===== config.mk =====
export PLATFORM = sky130hd
export DESIGN_NAME = turn_timer
export DESIGN_NICKNAME = d
export VERILOG_FILES = /design/src/rtl/turn_timer_pkg.sv /design/src/rtl/bcd2_down_counter.sv /design/src/rtl/turn_timer.sv
export SDC_FILE = /design/constraint.sdc
export NUM_CORES = 1
export LEC_CHECK = 0
export BUFFER_PORTS_ARGS = -buffer_cell sky130_fd_sc_hd__buf_4
export CORE_UTILIZATION = 28
export DETAILED_ROUTE_END_ITERATION = 12
export HOLD_SLACK_MARGIN = 0.12
export PLACE_DENSITY_LB_ADDON = 0.15
export REMOVE_ABC_BUFFERS = 1
export SYNTH_ARGS = -nofsm -noshare
export SYNTH_HDL_FRONTEND = slang
export SYNTH_SLANG_ARGS = --single-unit

===== constraint.sdc =====
create_clock -name clk -period 2.3 [get_ports clk]
set_input_delay 0.345 -clock clk [delete_from_list [all_inputs] [get_ports clk]]
set_output_delay 0.345 -clock clk [all_outputs]
set_load 0.02 [all_outputs]

===== src/rtl/turn_timer_pkg.sv =====
// Shared encodings for the GoBang turn timer: FSM states, player identity
// and the player digits shown on the seven-segment display.
package turn_timer_pkg;

  typedef enum logic [1:0] {
    IDLE   = 2'd0,
    RUN    = 2'd1,
    PAUSED = 2'd2,
    HALT   = 2'd3
  } state_t;

  typedef enum logic {
    BLACK = 1'b0,
    WHITE = 1'b1
  } player_t;

  localparam logic [3:0] PLAYER_DIGIT_BLACK = 4'd1;
  localparam logic [3:0] PLAYER_DIGIT_WHITE = 4'd2;

  function automatic logic [3:0] player_to_digit(input player_t p);
    return (p == WHITE) ? PLAYER_DIGIT_WHITE : PLAYER_DIGIT_BLACK;
  endfunction

  function automatic player_t other_player(input player_t p);
    return (p == WHITE) ? BLACK : WHITE;
  endfunction

endpackage


===== src/rtl/bcd2_down_counter.sv =====
// Two-digit BCD down counter with synchronous load; zero_next flags the
// value 01 so the owner can reload instead of ever showing 00.
module bcd2_down_counter (
  input  logic       clk,
  input  logic       resetn,
  input  logic       load,
  input  logic       dec,
  input  logic [3:0] load_tens,
  input  logic [3:0] load_ones,
  output logic [3:0] tens,
  output logic [3:0] ones,
  output logic       zero_next
);

  always_ff @(posedge clk) begin
    if (!resetn || load) begin
      tens <= load_tens;
      ones <= load_ones;
    end else if (dec) begin
      if (ones != 4'd0) begin
        ones <= ones - 4'd1;
      end else if (tens != 4'd0) begin
        ones <= 4'd9;
        tens <= tens - 4'd1;
      end
    end
  end

  assign zero_next = (tens == 4'd0) && (ones == 4'd1);

endmodule


===== src/rtl/turn_timer.sv =====
// Per-turn countdown timer: FSM, one-second prescaler and current player,
// driving the BCD seconds digits and player digit for the hex displays.
import turn_timer_pkg::*;

module turn_timer #(
  parameter int CLK_HZ    = 50000000,
  parameter int TURN_SECS = 30
) (
  input  logic       clk,
  input  logic       resetn,
  input  logic       start,
  input  logic       move_done,
  input  logic       pause,
  input  logic       game_over,
  output logic [3:0] sec_tens,
  output logic [3:0] sec_ones,
  output logic [3:0] player_digit,
  output logic       timeout,
  output logic       running
);

  localparam int             PW         = (CLK_HZ > 1) ? $clog2(CLK_HZ) : 1;
  localparam logic [PW-1:0]  PRESC_LAST = PW'(CLK_HZ - 1);
  localparam logic [3:0]     LOAD_TENS  = 4'(TURN_SECS / 10);
  localparam logic [3:0]     LOAD_ONES  = 4'(TURN_SECS % 10);

  state_t        state, state_next;
  player_t       player, player_next;
  logic [PW-1:0] presc, presc_next;
  logic          load, dec, count_en, timeout_next, zero_next;

  always_ff @(posedge clk) begin
    if (!resetn) begin
      state        <= IDLE;
      presc        <= '0;
      player       <= BLACK;
      player_digit <= PLAYER_DIGIT_BLACK;
      timeout      <= 1'b0;
      running      <= 1'b0;
    end else begin
      state        <= state_next;
      presc        <= presc_next;
      player       <= player_next;
      player_digit <= player_to_digit(player_next);
      timeout      <= timeout_next;
      running      <= (state_next == RUN);
    end
  end

  // Leaving PAUSED counts that cycle, so the prescaler resumes exactly
  // where it stopped rather than losing or gaining a cycle.
  always_comb begin
    state_next   = state;
    presc_next   = presc;
    player_next  = player;
    load         = 1'b0;
    dec          = 1'b0;
    count_en     = 1'b0;
    timeout_next = 1'b0;

    case (state)
      IDLE, HALT: begin
        if (start) begin
          state_next  = RUN;
          player_next = BLACK;
          presc_next  = '0;
          load        = 1'b1;
        end
      end
      RUN: begin
        if (game_over) begin
          state_next = HALT;
        end else if (pause) begin
          state_next = PAUSED;
        end else if (move_done) begin
          player_next = other_player(player);
          presc_next  = '0;
          load        = 1'b1;
        end else begin
          count_en = 1'b1;
        end
      end
      PAUSED: begin
        if (game_over) begin
          state_next = HALT;
        end else if (!pause) begin
          state_next = RUN;
          count_en   = 1'b1;
        end
      end
      default: ;
    endcase

    if (count_en) begin
      if (presc == PRESC_LAST) begin
        presc_next = '0;
        if (zero_next) begin
          load         = 1'b1;
          player_next  = other_player(player);
          timeout_next = 1'b1;
        end else begin
          dec = 1'b1;
        end
      end else begin
        presc_next = presc + PW'(1);
      end
    end
  end

  bcd2_down_counter u_digits (
    .clk       (clk),
    .resetn    (resetn),
    .load      (load),
    .dec       (dec),
    .load_tens (LOAD_TENS),
    .load_ones (LOAD_ONES),
    .tens      (sec_tens),
    .ones      (sec_ones),
    .zero_next (zero_next)
  );

endmodule


[After elaboration in Yosys (flattened, before gate mapping)]
Cells that the tools add are included.
Cells by class
  equality and inequality tests: 10
  muxes and demuxes: 43
  add/subtract/negate cells: 3
  reduce and logical (&&, ||, !) cells: 14
  bitwise operators: 1
Operators with widths (number)
  $mux 26: 6
  $pmux 26 s2: 1
  $add 26x1->26 const B: 1
  $eq 26x26->1 const B: 1
  $mux 1: 24
  $mux 2: 6
  $ne 3x3->1 const B: 4
  $mux 4: 2
  $reduce_bool 4->1: 2
  $sub 4x1->4 const B: 2
  $pmux 1 s2: 3
  $pmux 2 s3: 1
  $reduce_and 3->1: 2
  $reduce_and 5->1: 1
  $eq 2x1->1 const B: 2
  $eq 2x2->1 const B: 2
  $eq 4x1->1 const B: 1
  $logic_not 4->1: 1
  $reduce_bool 3->1: 1
  $logic_not 2->1: 1
  $reduce_and 2->1: 1
  $reduce_bool 2->1: 1
  $reduce_or 2->1: 1
  $logic_and 1x1->1: 1
  other kinds (3): 3
Word-level totals
  register bits after elaboration: 43
  word-level logic and storage cells: 79
  bits of input ports: 6
  output and inout bits: 14

[Depth between registers and ports, before layout]
Gate-level depths: netlist (run 1).
  word-level depth: 9
  mapped depth: 9
  mapped depth without buffers: 7

[Hierarchy]
From an unflattened synthesis (run 1), not the netlist that was laid out.
Second synthesis, totals
  cells, all modules: 281
  area, all modules: 2472.4 um^2
Modules (own cells, without submodules)
  turn_timer: cells an instance 234, sequential area each 640.6 um^2, times used 1, area an instance 1988.2 um^2
  bcd2_down_counter: cells an instance 47, sequential area each 240.2 um^2, times used 1, area an instance 484.2 um^2

[Worst setup path after synthesis (run 1)]
Ideal clock, no wire load.
  path kind: register -> register
  start point: reg presc[3]
  end point: reg presc[25]
  cell stages (with the launch flop): 7
  clock period less this slack: 2.357 ns
  buffers on the path: 1
  path slack: -0.057 ns
  arrival: 2.291 ns
  required time: 2.234 ns
  library setup time: 0.066 ns
  cell sequence: dfxtp_1 nand3_1 or4_1 buf_2 or4_4 or4b_4 a21oi_2
Between the ends
  cells in the longest elaborated chain, start to end: 3
  elaborated cells between the ends (all ways): 4
  classes of those cells: add/sub (1); eq/ne (1); mux (2)
RTL lines
  start: declaration: line turn_timer.sv:29  | logic [PW-1:0] presc, presc_next;
  start signal: assignment: line turn_timer.sv:42  | presc <= presc_next;
  $add 26x1->26 / $eq 26x26->1 (equally long branches): line turn_timer.sv:105, turn_timer.sv:95
  $mux 26 *: line turn_timer.sv:95  | if (presc == PRESC_LAST) begin
  $mux 26 *: line turn_timer.sv:94  | if (count_en) begin
Every way passes the cells marked *; elsewhere a longest branch is shown, timed or not.
A chain may end at the register's enable or synchronous reset.

[Worst setup path after layout (run 1)]
  start point: reg presc[5]
  end point: reg presc[25]
Same word-level chain as after synthesis.

==> impl_metrics.toml, run 1 <==
[pwr]
power_density_nw_per_um2 = 519
vdd_drop_max_uv = 216
p_total_w = 0.00149
p_leak_nw = 1.04

[worst_setup_path]
critPathMostFrequentCell = "or4_4"
critical_path_class = "reg -> reg"
worstPathBufferInverterCount = 0
cp_top_family = "simple AND/OR/NAND/NOR gates"
cp-start-kind = "register"
path_max_fanout = 4
r2r-start = "presc[5]"
path_cells = "nand3_1 > or4_4 > or4_4 > or4b_4 > a21oi_2"
crit_path_start = "presc[5]"
arrival_ns = 2.43
cp.required_ns = 2.53
end_kind = "register"
slowest_stage = "or4_4"
slowest_delay_ns = 0.54

[logic_synthesis]
ys_async_sr_fraction_pct = 0
ys.flop_type = "dfxtp_1"
synthCells = 261
synth_seq_cells = 40
synth.distinct_cells = 55
synth.cell_area_um2 = 2210
synth_edf_count = 0
netlist_top_cells_area = "dfxtp_1 36%, xnor2_1 6.7%, nor2_1 5.1%"
synth_area_leader_cell = "dfxtp_1"
yosysSeqAreaShare_pct = 36.3
synth.avg_cell_area_um2 = 8.45
synth_warnings = 0
yosysTopAreaCellShare_pct = 36.3

[floorplanning]
start_util_pct = 28.7
dieHeight_um = 90.8
rows = 32
num_io_pins = 20
core_um2 = 7690
dieArea_um2 = 8240
die_x_um = 90.8

[detailed_routing]
vias = 2081
drc = 0
viasPerCell = 4.99
dr.pass1.iters = 4
wl_um = 5950
drt-initial-drc-count = 86
drt.antenna.violating_nets = 0
wl_per_cell_um = 14.3

[clock_network]
clkLatencyLatePin_ns = 0.29
cts_made_buffers = 5
hold_buffers = 0
cts-root-buf = "clkbuf_8"
cts.htree.levels = 2
ctsLongestPathBuffers = 2
clkTransAtPathRegs_ns = 0.08
cts.sinks = 40
tritoncts = "built"

[placed_design]
dp_hpwl_um = 4420
io_buffers = 17
dp_slack_ns = -0.0428
place_congestion = 0.782

[cells_and_area]
fin_nets = 324
diodes = 0
register_area_um2 = 808
multi_input_area_um2 = 1350
drive_gt1_share_pct = 27.0
n_fill_cell = 840
synthToLayoutAreaGrowth_pct = 30.4
fin_util_pct = 37.4

[run_status]
outcome = "completed"

[sta]
skew_ns = 0.00608
finalCritPeriodShare_pct = 95.6
max_freq_ghz = 0.455
slew_violations = 0
finalSetupViolCount = 0
fin_hold_ws_ns = 0.326
post-route-min-period_ns = 2.20
hold_viol = 0
fin_ws_ns = 0.101

[worst_hold_path]
hp-class = "in -> reg"
min_from = "resetn"

[global_route]
overflow = 0
grt_max_degree = 18
grt_pass1_vias = 2051
antenna_found_initial = 0
grt_first_pass_wirelength_um = 10100
grt_usage_pct = 15.4

[flow_run]
maxCapViolCount = 0
-- layout by cell type, fill, tap and decap left out, types with 5 or more instances in the layout --
cell type | synthesis | final
a211oi_1 | 6 | 6
clkbuf_8 | 0 | 7
dfxtp_1 | 40 | 34
a2111oi_1 | 0 | 5
a21oi_1 | 14 | 14
buf_4 | 3 | 53
nor2_1 | 30 | 30
o21ai_0 | 10 | 10
dfxtp_2 | 0 | 6
nand4_1 | 9 | 9
nand2_1 | 13 | 13
and2_1 | 5 | 5
xnor2_1 | 17 | 17
inv_1 | 13 | 13
nand3_1 | 12 | 12
-- per-stage QoR --
step	setup TNS [ns]	cell area, µm²	cells
detailed placement	-0.105	2680	405
finish	0	2880	417
global placement	-0.0385	2680	405
global route	-0.0206	2880	417
CTS	0	2830	416
floorplan	-9.16	2160	253
-- cell usage after synthesis (all sizes together), types with 5 or more instances --
cell type	count
and3	5
nand4	10
nand2	13
nand3	12
dfxtp	40
and2	5
or4	5
o21ai	12
a211oi	6
a21oi	15
nor2	30
a2111oi	7
buf	6
inv	13
xnor2	17
-- kinds of logic (layout without fill, tap and decap cells) --
family	count (synthesis)	after routing	share of synthesized area [%]
flip-flops	40	40	36.3
AND/OR/NAND/NOR	113	113	29.4
multiplexers	4	4	1.82
AO/OA/AOI/OAI	57	57	17.5
other	1	2	0.170
adder cells (fa/ha/maj)	6	6	3.18
XOR/XNOR	18	18	7.15
buffers and inverters	22	75	4.42
-- final timing paths --
path / to / slack, ns / cells past startpoint
setup / recovery: presc[25] / 0.10 / 5
hold / removal: state[0] / 0.33 / 2
setup reg to reg: presc[25] / 0.10 / 5
hold reg to reg: presc[25] / 0.50 / 2
-- sequential cells by signal, indices dropped and copies added, names as in the netlist --
name,count
u_digits.tens,4
state,2
timeout,1
player,1
u_digits.ones,4
player_digit,1
running,1
presc,26
-- cell type report --
class,instances,area share [%]
Sequential cell,40,28.1
Timing Repair Buffer,54,14.5
Clock buffer,7,3.35
Inverter,13,1.70
Multi-Input combinational cell,200,46.8
Clock inverter,1,1.04
Tap cell,102,4.44
-- where the power goes --
part           total, W  switching [W]  leakage [nW]  internal, W
clock          0.000639       0.000256        0.0645     0.000383
sequential     0.000702     0.00000400         0.326     0.000698
combinational  0.000152      0.0000953         0.649    0.0000572
-- repair_timing --
action / 4_1_cts / 5_1_grt
gates resized for setup: 1 / 19
pin swaps: 1 / 3
buffers inserted: 3 / 1
setup endpoints to repair: 5 / 15
-- metal layers --
| metal | routed length [µm] | GRT usage, % | vias to the layer above |
|---|---|---|---|
| li1 | - | - | 1064 |
| met1 | 3020 | 20.5 | 978 |
| met2 | 2610 | 24.6 | 30 |
| met3 | 201 | 2.78 | 9 |
| met4 | 121 | 5.91 | 0 |
| met5 | 0 | 0 | - |
-- worst register-to-register path, delay by kind of cell (launching register included) --
| family | cells | cell delay, ns |
|---|---|---|
| AOI/OAI and AO/OA | 1 | 0.15 |
| DFF | 1 | 0.35 |
| and+or+nand+nor | 4 | 1.64 |
(Power assumes the default switching activity.)
==> run 2: changes to the inputs <==
--- a/config.mk
+++ b/config.mk
@@ -6,10 +6,11 @@
 export NUM_CORES = 1
 export LEC_CHECK = 0
 export BUFFER_PORTS_ARGS = -buffer_cell sky130_fd_sc_hd__buf_4
-export CORE_UTILIZATION = 28
+export CORE_UTILIZATION = 53
 export DETAILED_ROUTE_END_ITERATION = 12
 export HOLD_SLACK_MARGIN = 0.12
 export PLACE_DENSITY_LB_ADDON = 0.15
+export RECOVER_POWER = 100
 export REMOVE_ABC_BUFFERS = 1
 export SYNTH_ARGS = -nofsm -noshare
 export SYNTH_HDL_FRONTEND = slang
==> run 2 against run 1 <==
Compared with the run above: clock power is 21% lower; sequential power hardly changed; total power is 9.5% lower; hold slack worse by 0.017 ns; via count is 0.96% higher; die area is 46% lower; routed wire length is 4.2% lower; clock skew hardly changed; global-route usage is 12 points higher.
==> impl_metrics.toml, run 2 (synthesized netlist as in run 1, its figures left out) <==
[clock_network]
clkTransAtPathRegs_ns = 0.08
cts-root-buf = "clkbuf_8"
hold_buffers = 0
cts_made_buffers = 5
cts.sinks = 40
ctsLongestPathBuffers = 2
tritoncts = "built"
cts.htree.levels = 2
clkLatencyLatePin_ns = 0.29

[floorplanning]
start_util_pct = 55.1
die_x_um = 66.5
num_io_pins = 20
dieArea_um2 = 4420
core_um2 = 4000
rows = 23
dieHeight_um = 66.5

[sta]
fin_ws_ns = 0.0706
finalCritPeriodShare_pct = 96.9
skew_ns = 0.00612
hold_viol = 0
fin_hold_ws_ns = 0.308
max_freq_ghz = 0.449
post-route-min-period_ns = 2.23
finalSetupViolCount = 0
slew_violations = 0

[detailed_routing]
dr.pass1.iters = 4
wl_um = 5700
wl_per_cell_um = 16.1
drt-initial-drc-count = 161
vias = 2101
drt.antenna.violating_nets = 0
viasPerCell = 5.92
drc = 0

[cells_and_area]
fin_util_pct = 67.1
fin_nets = 315
synthToLayoutAreaGrowth_pct = 21.6
largest_reg_flops = 26
mostFrequentLayoutCell = "dfxtp_1"
largestRegisters = "presc: 26 flops, u_digits.ones: 4 flops, u_digits.tens: 4 flops"
drive_gt1_share_pct = 21.0
regMostFlops = "presc"
diodes = 0
layout_common_cells = "35 x dfxtp_1, 30 x nor2_1, 27 x buf_4, 16 x xnor2_1"

[pwr]
pwr-share-clk_pct = 37.6
vdd_drop_max_uv = 332
p_leak_nw = 0.931
switching_share_pct = 24.7
power_density_nw_per_um2 = 504
p_total_w = 0.00135
p_int_w = 0.00102
switchingPower_w = 0.000335
seqPwrFrac_pct = 51.7
combPwrFrac_pct = 10.7

[worst_setup_path]
r2r-start = "presc[10]"
path_cells = "clkbuf_2 > or4_1 > nor4_4 > clkbuf_4 > a21oi_1 > o21ai_1 > buf_12 > nor2_1"
arrival_ns = 2.42
reg2reg_depth = 8
cp-start-kind = "register"
r2r_end = "presc[23]"
slowest_stage = "or4_1"
setup.worst_path.end = "presc[23]"
crit_path_start = "presc[10]"
slowest_delay_ns = 0.59
ff2ff_setup_slack_ns = 0.07
cp.required_ns = 2.49
path_max_fanout = 21
end_kind = "register"
critical_path_class = "reg -> reg"

[placed_design]
io_buffers = 17
dp_hpwl_um = 4030
place_congestion = 0.924
dp_slack_ns = -0.0435

[global_route]
grt_pass1_vias = 1967
antenna_found_initial = 0
grt_max_degree = 22
grt_first_pass_wirelength_um = 9140
grt_usage_pct = 27.6
overflow = 0

[worst_hold_path]
hp-class = "in -> reg"

[flow_run]
maxCapViolCount = 0

[run_status]
outcome = "completed"
-- run 2: how the worst min path moves through the flow --
stage                         start   endpoint  slack, ns  depth (start not counted)
final                        resetn   state[0]       0.31                          2
after global routing         resetn   state[0]       0.33                          2
after CTS                    resetn   state[0]       0.31                          2
after detailed placement  presc[24]  presc[24]       0.48                          2
after global placement    presc[24]  presc[24]       0.48                          2
after floorplan           presc[18]  presc[18]       0.45                          1
-- run 2: critical path, delay by kind of cell (launching register included) --
family	cells	cell delay, ns
compound gates	2	0.31
flops	1	0.31
simple gates	3	0.96
buf+inv	3	0.54
-- run 2: what timing repair did --
action | 4_1_cts | 5_1_grt
setup buffers | 1 | 2
endpoints found under the setup margin | 8 | 17
pin swaps | 3 | 3
resized for setup | 6 | 20
-- run 2: cell type report --
cell class | count | area (µm²)
multi-input cells | 200 | 1370
fillers | 360 | 1320
flip-flops and latches | 40 | 812
repair buffers | 45 | 293
clock buffers | 7 | 96.3
well taps | 50 | 62.6
inverters | 13 | 48.8
-- run 2: power groups by stage --
stage	clock network (W)	logic, W	registers (W)
detailed placement	0	0.000139	0.000718
CTS	0.000516	0.000141	0.000702
finish	0.000508	0.000145	0.000699
global route	0.000539	0.000158	0.000700
global placement	0	0.000137	0.000718
floorplan	0	0.0000721	0.000721
-- run 2: per-layer routing --
| metal | vias up | track usage [%] | share of wire [%] |
|---|---|---|---|
| met5 | - | 0 | 0 |
| met4 | 0 | 10.4 | 0.63 |
| met3 | 4 | 4.45 | 3.7 |
| met2 | 39 | 44.4 | 48 |
| met1 | 1012 | 36.7 | 47 |
| li1 | 1046 | - | - |
-- run 2: metrics by stage --
step	TNS (ns)	area [µm²]	instances
floorplan	-9.16	2160	253
global placement	0	2550	345
detailed placement	-0.0738	2550	345
CTS	0	2670	353
global route	-0.00618	2680	355
finish	0	2680	355
==> run 3: changes to the inputs <==
--- a/config.mk
+++ b/config.mk
@@ -6,7 +6,8 @@
 export NUM_CORES = 1
 export LEC_CHECK = 0
 export BUFFER_PORTS_ARGS = -buffer_cell sky130_fd_sc_hd__buf_4
-export CORE_UTILIZATION = 53
+export CORE_UTILIZATION = 55
+export CTS_BUF_LIST = sky130_fd_sc_hd__clkbuf_8
 export DETAILED_ROUTE_END_ITERATION = 12
 export HOLD_SLACK_MARGIN = 0.12
 export PLACE_DENSITY_LB_ADDON = 0.15
==> run 3 against run 2 <==
Compared with the run above: cell count fell by 1.4%; routed wire length fell by 2.5%; largest cell class unchanged; clock-buffer cell count fell by 2; largest power group unchanged; maximum frequency fell by 1.4%; via count fell by 0.86%; register-to-register slack got worse by 0.03 ns; non-clock buffer count fell by 3; clock skew rose by 0.0019 ns; die area fell by 3.5%; flip-flop and latch count did not move.
==> impl_metrics.toml, run 3 (synthesized netlist as in run 1, its figures left out) <==
[placed_design]
place_congestion = 0.866
place_inst = 343
io_buffers = 17
dp_hpwl_um = 3990
dp_slack_ns = 0.0256

[sta]
max_freq_ghz = 0.442
fin_hold_ws_ns = 0.313
post-route-min-period_ns = 2.26
hold_viol = 0
finalSetupViolCount = 0
fin_ws_ns = 0.0398
finalCritPeriodShare_pct = 98.3
slew_violations = 0
tns_ns = 0
skew_ns = 0.00797
rsz0062_at_grt = "false"

[pwr]
vdd_drop_max_uv = 447
p_leak_nw = 0.898
switchingPower_w = 0.000332
p_int_w = 0.000951
seqPwrFrac_pct = 54.7
combPwrFrac_pct = 11.0
p_total_w = 0.00128
switching_share_pct = 25.9
power_density_nw_per_um2 = 488
pwr-share-clk_pct = 34.3

[floorplanning]
core_um2 = 3740
dieHeight_um = 65.3
dieArea_um2 = 4270
die_x_um = 65.3
num_io_pins = 20
start_util_pct = 58.9
rows = 22

[cells_and_area]
largestRegisters = "presc: 26 flops, u_digits.ones: 4 flops, u_digits.tens: 4 flops"
final_cells = 350
largest_reg_flops = 26
mostFrequentLayoutCell = "dfxtp_1"
diodes = 0
regMostFlops = "presc"
fin_nets = 312
synthToLayoutAreaGrowth_pct = 19.1
drive_gt1_share_pct = 18.5
layout_common_cells = "38 x dfxtp_1, 30 x nor2_1, 27 x buf_4, 17 x xnor2_1"

[global_route]
grt_max_degree = 22
grt_first_pass_wirelength_um = 9030
overflow = 0
grt_usage_pct = 27.5
antenna_found_initial = 0
grt_pass1_vias = 1992

[detailed_routing]
wl_per_cell_um = 15.9
dr.pass1.iters = 6
vias = 2083
drc = 0
drt-initial-drc-count = 145
drt.antenna.violating_nets = 0
wl_met3_um = 246
dr_wl_met2_um = 2680
highest_layer = "met4"
wl_um = 5560
viasPerCell = 5.95
drt-met1-wl_um = 2540

[clock_network]
clkTransAtPathRegs_ns = 0.07
cts-root-buf = "clkbuf_8"
cts.sinks = 40
clkLatencyLatePin_ns = 0.29
cts_made_buffers = 5
ctsLongestPathBuffers = 2
cts.htree.levels = 2
tritoncts = "built"
hold_buffers = 0

[worst_setup_path]
critical_path_class = "reg -> reg"
path_max_fanout = 4
arrival_ns = 2.49
slowest_stage = "or4_4"
ff2ff_setup_slack_ns = 0.04
slowest_delay_ns = 0.55
cp-start-kind = "register"
critPathMostFrequentCell = "or4_4"
end_kind = "register"
worstPathBufferInverterCount = 0
path_cells = "nand3_2 > or4_4 > or4_4 > or4b_4 > a21oi_2"
cp_top_family = "simple AND/OR/NAND/NOR gates"
cp.required_ns = 2.53

[worst_hold_path]
hp-class = "in -> reg"

[flow_run]
maxCapViolCount = 0

[run_status]
outcome = "completed"
[run 3: cell types whose count changed in the layout (fill, tap and decap cells not counted), moves of 2 or more]
cell,before,now
clkbuf_2,2,0
dfxtp_4,2,0
a2111oi_1,4,2
clkbuf_8,7,5
dfxtp_1,35,38
a2111oi_2,3,5
[run 3: per-stage QoR]
stage	cell area, µm²	util (%)
global route	2630	70.2
floorplan	2160	-
finish	2630	70.2
detailed placement	2550	68.1
global placement	2550	68.1
CTS	2630	70.2
[run 3: layout make-up]
cell class                      count  area (µm²)
Multi-Input combinational cell    200        1360
Fill cell                         315        1120
Sequential cell                    40         803
Timing Repair Buffer               42         275
Clock buffer                        5        68.8
Tap cell                           48        60.1
Inverter                           13        48.8
Clock inverter                      2        8.76
[run 3: power groups by stage]
| stage | registers (W) | logic (W) | clock network [W] |
|---|---|---|---|
| after floorplan | 0.000721 | 0.0000721 | 0 |
| after global placement | 0.000718 | 0.000137 | 0 |
| after detailed placement | 0.000718 | 0.000137 | 0 |
| after CTS | 0.000702 | 0.000139 | 0.000447 |
| after global routing | 0.000702 | 0.000154 | 0.000476 |
| final | 0.000701 | 0.000141 | 0.000440 |
[run 3: path summary, 6_finish.rpt]
kind,startpoint,cells after the start,endpoint
worst max-delay path,presc[5],5,presc[25]
worst min-delay path,resetn,2,state[0]
worst max register to register,presc[5],5,presc[25]
worst min register to register,presc[25],2,presc[25]
[run 3: metal layers]
layer / global-route usage (%) / up-vias
li1: - / 1040
met1: 35.5 / 974
met2: 45.7 / 58
met3: 4.17 / 11
met4: 10.9 / 0
met5: 0 / -
[run 3: repair_timing]
item / CTS / global route
buffers inserted: 0 / 0
gates resized for setup: 0 / 18
setup endpoints to repair: 0 / 26
[run 3: worst register-to-register path, stage by stage, from the launching register on]
cell and delay [ns]:
dfxtp_1 0.35, nand3_2 0.12, or4_4 0.55, or4_4 0.52
or4b_4 0.53, a21oi_2 0.13
